[src/rtl/flanger_ctrl.sv]
// flanger_ctrl: per-sample sequencer for the flanger delay-line RAM.
// Each accepted ADC sample gets one port-A write followed by two port-B
// reads (swept tap, then fixed tap). The swept-tap offset follows a
// triangle between programmable limits, stepping once every sweep_div+1
// samples.
//
//   state   | meaning
//   --------+--------------------------------------------------------
//   S_IDLE  | waiting for an enabled rising edge of data_rdy
//   S_WRITE | drive port-A write of the latched sample at wr_ptr
//   S_RD1   | end write, present swept-tap address wr_ptr-offset
//   S_RD2   | present fixed-tap address wr_ptr-par_delay2
//   S_CAP1  | capture swept-tap read data
//   S_CAP2  | capture fixed-tap data, advance wr_ptr, step sweep, pulse valid
module flanger_ctrl #(
    parameter int ADDR_W = 13,
    parameter int DATA_W = 8,
    parameter int DIV_W  = 16
) (
    input  logic              clk,
    input  logic              reset,
    input  logic              enable,
    input  logic              data_rdy,
    input  logic [DATA_W-1:0] data_adc,
    input  logic [ADDR_W-1:0] par_delay2,
    input  logic [ADDR_W-1:0] offset_lowlimit,
    input  logic [ADDR_W-1:0] offset_uplimit,
    input  logic [DIV_W-1:0]  sweep_div,
    output logic              we_a,
    output logic [ADDR_W-1:0] adr_a,
    output logic [DATA_W-1:0] dat_a,
    output logic [ADDR_W-1:0] adr_b,
    input  logic [DATA_W-1:0] dat_b,
    output logic [DATA_W-1:0] realt,
    output logic [DATA_W-1:0] delay1,
    output logic [DATA_W-1:0] delay2,
    output logic [ADDR_W-1:0] offset,
    output logic              sample_valid,
    output logic              busy,
    output logic              overrun
);

    typedef enum logic [2:0] {
        S_IDLE  = 3'd0,
        S_WRITE = 3'd1,
        S_RD1   = 3'd2,
        S_RD2   = 3'd3,
        S_CAP1  = 3'd4,
        S_CAP2  = 3'd5
    } state_t;

    state_t              state;
    logic                data_rdy_q;
    logic                rise;
    logic [DATA_W-1:0]   sample;
    logic [ADDR_W-1:0]   wr_ptr;
    logic [DIV_W-1:0]    div_cnt;
    logic                dir;
    logic [ADDR_W-1:0]   offset_step;
    logic                dir_step;

    assign rise = data_rdy & ~data_rdy_q;
    assign busy = (state != S_IDLE);

    // Register data_rdy every cycle so a level held high yields one edge.
    always_ff @(posedge clk) begin
        if (reset) begin
            data_rdy_q <= 1'b0;
        end else begin
            data_rdy_q <= data_rdy;
        end
    end

    // One triangle step; only applied when the divider reaches sweep_div.
    // Out-of-range offsets snap to the nearest limit so limit changes are
    // picked up on the next step without glitching the direction.
    always_comb begin
        offset_step = offset;
        dir_step    = dir;
        if (offset_lowlimit > offset_uplimit) begin
            offset_step = offset_lowlimit;
            dir_step    = 1'b1;
        end else if (offset < offset_lowlimit) begin
            offset_step = offset_lowlimit;
            dir_step    = 1'b1;
        end else if (offset > offset_uplimit) begin
            offset_step = offset_uplimit;
            dir_step    = 1'b0;
        end else if (dir && (offset == offset_uplimit)) begin
            dir_step = 1'b0;
            if (offset_lowlimit != offset_uplimit) begin
                offset_step = offset - ADDR_W'(1);
            end
        end else if (!dir && (offset == offset_lowlimit)) begin
            dir_step = 1'b1;
            if (offset_lowlimit != offset_uplimit) begin
                offset_step = offset + ADDR_W'(1);
            end
        end else if (dir) begin
            offset_step = offset + ADDR_W'(1);
        end else begin
            offset_step = offset - ADDR_W'(1);
        end
    end

    // Sequencer: one state per clock, all outputs registered.
    always_ff @(posedge clk) begin
        if (reset) begin
            state        <= S_IDLE;
            sample       <= '0;
            wr_ptr       <= '0;
            div_cnt      <= '0;
            dir          <= 1'b0;
            offset       <= '0;
            we_a         <= 1'b0;
            adr_a        <= '0;
            dat_a        <= '0;
            adr_b        <= '0;
            realt        <= '0;
            delay1       <= '0;
            delay2       <= '0;
            sample_valid <= 1'b0;
            overrun      <= 1'b0;
        end else begin
            sample_valid <= 1'b0;
            overrun      <= 1'b0;

            // A new sample arriving mid-sequence is dropped, not queued.
            if (rise && enable && (state != S_IDLE)) begin
                overrun <= 1'b1;
            end

            case (state)
                S_IDLE: begin
                    if (rise && enable) begin
                        sample <= data_adc;
                        state  <= S_WRITE;
                    end
                end
                S_WRITE: begin
                    we_a  <= 1'b1;
                    adr_a <= wr_ptr;
                    dat_a <= sample;
                    realt <= sample;
                    state <= S_RD1;
                end
                S_RD1: begin
                    // Write lands on this edge, so a zero tap reads it back.
                    we_a  <= 1'b0;
                    adr_b <= wr_ptr - offset;
                    state <= S_RD2;
                end
                S_RD2: begin
                    adr_b <= wr_ptr - par_delay2;
                    state <= S_CAP1;
                end
                S_CAP1: begin
                    delay1 <= dat_b;
                    state  <= S_CAP2;
                end
                S_CAP2: begin
                    delay2       <= dat_b;
                    wr_ptr       <= wr_ptr + ADDR_W'(1);
                    sample_valid <= 1'b1;
                    if (div_cnt != sweep_div) begin
                        div_cnt <= div_cnt + DIV_W'(1);
                    end else begin
                        div_cnt <= '0;
                        offset  <= offset_step;
                        dir     <= dir_step;
                    end
                    state <= S_IDLE;
                end
                default: begin
                    state <= S_IDLE;
                end
            endcase
        end
    end

endmodule

[config.mk]
export PLATFORM = sky130hd
export DESIGN_NAME = flanger_ctrl
export DESIGN_NICKNAME = d
export VERILOG_FILES = /design/src/rtl/flanger_ctrl.sv
export SDC_FILE = /design/constraint.sdc
export NUM_CORES = 1
export LEC_CHECK = 0
export CORE_UTILIZATION = 55
export DETAILED_ROUTE_END_ITERATION = 10
export PLACE_DENSITY = 0.95
export SKIP_LAST_GASP = 1
export SYNTH_ARGS = -nofsm -noshare
export SYNTH_HDL_FRONTEND = slang
export SYNTH_SLANG_ARGS = --single-unit
[constraint.sdc]
create_clock -name clk -period 9.9 [get_ports clk]
set_input_delay 1.98 -clock clk [delete_from_list [all_inputs] [get_ports clk]]
set_output_delay 1.98 -clock clk [all_outputs]
set_load 0.01 [all_outputs]
==> impl_metrics.toml <==
[floorplanning]
core_mm2 = 0.0116
pin_count = 150
dieArea_mm2 = 0.0125
rows = 39
die_height_um = 112
start_util_pct = 57.4
fp.dieW_um = 112

[cts]
cts_tree = "done"
cts_root_buf = "clkbuf_16"
cts_buffers = 9
cts.clk_slew.worst_paths_ns = 0.08
clk-insertion-delay-late_ns = 0.35
cts.sinks = 108
postCtsSetupRepairBufs = 0
cts_buffer_depth = 2
h-tree-depth = 3
post_cts_resized = 0
cts_hold_buf = 0

[sta]
whs_ns = 0.454
maxSlewViolCount = 0
finalHoldViolCount = 0
setup_viol = 0
fin_crit_sh_pct = 48.1
setup-tns-final_ns = 0
finClkSkew_ns = 0.00854
slew_headroom_pct = 27.4
max_freq_ghz = 0.210
rsz0062_at_grt = "no"
worst_pin_slew_ns = 1.09
period_minus_slack_ns = 4.76

[logic_synthesis]
synth_top_flop_cell = "dfxtp_1"
synth_cells = 805
netlist_area_mm2 = 0.00664
synth_nets = 936
synth.lib_cells_used.distinct = 66
ys_warn_count = 0
synthArstFlopShare_pct = 0
syn_avg_cell_area_um2 = 8.25
ys_ff_latch = 108
synth_seq_area_share_pct = 32.6
synth_edf_count = 0

[layout]
mostFrequentLayoutCells = "148 x clkdlybuf4s50_1, 108 x nand2_1, 108 x dfxtp_1"
fin_cells = 1071
final_cell_area_mm2 = 0.00843
drive_gt1_share_pct = 3.13
layout_commonest_cell = "clkdlybuf4s50_1"
layout-area-overhead-vs-synth_pct = 27.0
nets = 1054
seq_area_mm2 = 0.00216
diodes = 0
multi_input_area_mm2 = 0.00415
fillers = 864
final_core_util_pct = 72.9

[worst_setup_path]
crit_family = "simple AND/OR/NAND/NOR gates"
crit_buf_inv = 1
cp-end-kind = "flip-flop"
critPathMaxFanout = 15
cp.required_ns = 10.16
cp_slowest_stage_delay_ns = 0.90
path_cells = "nor2b_1 > nand2_1 > mux2_2 > ha_1 > inv_1 > fa_1 > a211oi_1 > o21bai_1 > a31oi_1 > o21ai_0 > o41ai_1 > xnor2_1 > a211oi_1"
cp_slowest_cell = "nor2b_1"
critical_path.most_common_cell = "a211oi_1"
criticalPathCategory = "flip-flop to flip-flop"
worstPathArrival_ns = 5.03
worst_setup_path_start_kind = "flip-flop"

[run]
maxCapViolCount = 0

[global_routing]
grt_pass1_wl_mm = 27.4
antenna_found_initial = 0
grt_usage_pct = 26.9
grt_max_degree = 83
grt_overflow_total = 0
grt_pass1_vias = 5859

[routing]
firstDrtPassIters = 10
via_per_inst = 5.79
drtAntennaViolNets = 0
via_count = 6200
drc = 7
drt-initial-drc-count = 512
wl_mm = 16.6
post_drt_wl_per_cell_um = 15.5

[pwr]
power.density_mw_per_mm2 = 110
ir_drop_mv = 0.0865
p_leak_nw = 3.32

[placed_design]
dp.cells = 1055
gp_congestion = 0.955
placed_area_mm2 = 0.00813
portBuffers = 149
dp_hpwl_mm = 12.5

[run_status]
outcome = "finished with violations"
violations = "design-rule violations"

[min_path]
hp-class = "flip-flop to flip-flop"
## synthesized netlist by cell type, types with 5 or more instances
master	count	area share (%)
ha_1	55	10
dfxtp_1	108	33
or3_1	11	1.0
inv_1	33	1.9
a21oi_1	70	5.3
xor2_1	33	4.4
mux2i_1	39	5.9
xnor2_1	26	3.4
nand4b_1	11	1.5
nand2b_1	21	2.0
buf_4	8	0.90
o21ai_1	5	0.38
nand3_1	13	0.98
nand3b_1	8	0.90
nor2_1	73	4.1
a211oi_1	10	1.1
and3_1	9	0.85
o221ai_1	8	1.1
nand2_1	108	6.1
o31ai_1	5	0.57
nor3_1	12	0.90
o21ai_0	16	1.2
clkbuf_1	32	1.8
nand4_1	15	1.4
## state kept, by name (all words and copies together) (netlist names), 3 cells and up
name / cells
sample: 8
delay1: 8
wr_ptr: 13
delay2: 8
offset: 13
adr_a: 13
state: 3
adr_b: 13
realt: 8
div_cnt: 16
## area by class of cell
type	count	share of cell area (%)
clock buffer	10	2.83
clock inverter	6	0.757
inverter	33	1.47
multi-input combinational	619	49.3
sequential	108	25.6
tap	143	2.12
timing repair buffer	152	17.9
## stage by stage
| step | setup WS (ns) | power, mW |
|---|---|---|
| floorplan | 5.80 | 0.515 |
| global placement | 5.06 | 0.566 |
| finish | 5.14 | 0.925 |
| CTS | 5.17 | 0.929 |
| detailed placement | 5.01 | 0.570 |
| global route | 4.75 | 0.960 |
## worst reg2reg max path, cell delays in order (launching register included)
cell      delay (ns)
dfxtp_1         0.48
nor2b_1         0.90
nand2_1         0.72
mux2_2          0.40
ha_1            0.14
inv_1           0.05
fa_1            0.43
a211oi_1        0.32
o21bai_1        0.14
a31oi_1         0.24
o21ai_0         0.17
o41ai_1         0.35
xnor2_1         0.12
a211oi_1        0.22
## logic make-up after synthesis
kind of cell    synth area share, %
compound gates                 15.3
xor+xnor                       7.79
fa+ha+maj                      10.7
buf+inv                        4.92
flops                          32.6
mux                            6.05
simple gates                   22.8
## report_power, final
group          switching [mW]  internal, mW  leakage [nW]
registers             0.00508         0.440         0.871
logic                  0.0574        0.0583          2.31
clock network           0.179         0.185         0.146
## metal layers
metal / track usage [%] / share of wire, %
met1: 32.3 / 43
met4: 10.5 / 2.8
met2: 46.3 / 48
met5: 0 / 0
met3: 6.48 / 6.3
## final timing paths
path	start	to	slack, ns	depth (start not counted)
worst max-delay path	state[1]$_SDFFE_PP0P_	adr_b[12]$_SDFFE_PP0P_	5.14	13
worst min-delay path	delay2[4]$_SDFFE_PP0P_	delay2[4]$_SDFFE_PP0P_	0.45	2
worst min register to register	delay2[4]$_SDFFE_PP0P_	delay2[4]$_SDFFE_PP0P_	0.45	2
worst max register to register	state[1]$_SDFFE_PP0P_	adr_b[12]$_SDFFE_PP0P_	5.14	13
No activity file was read; power rests on OpenSTA's default activity.
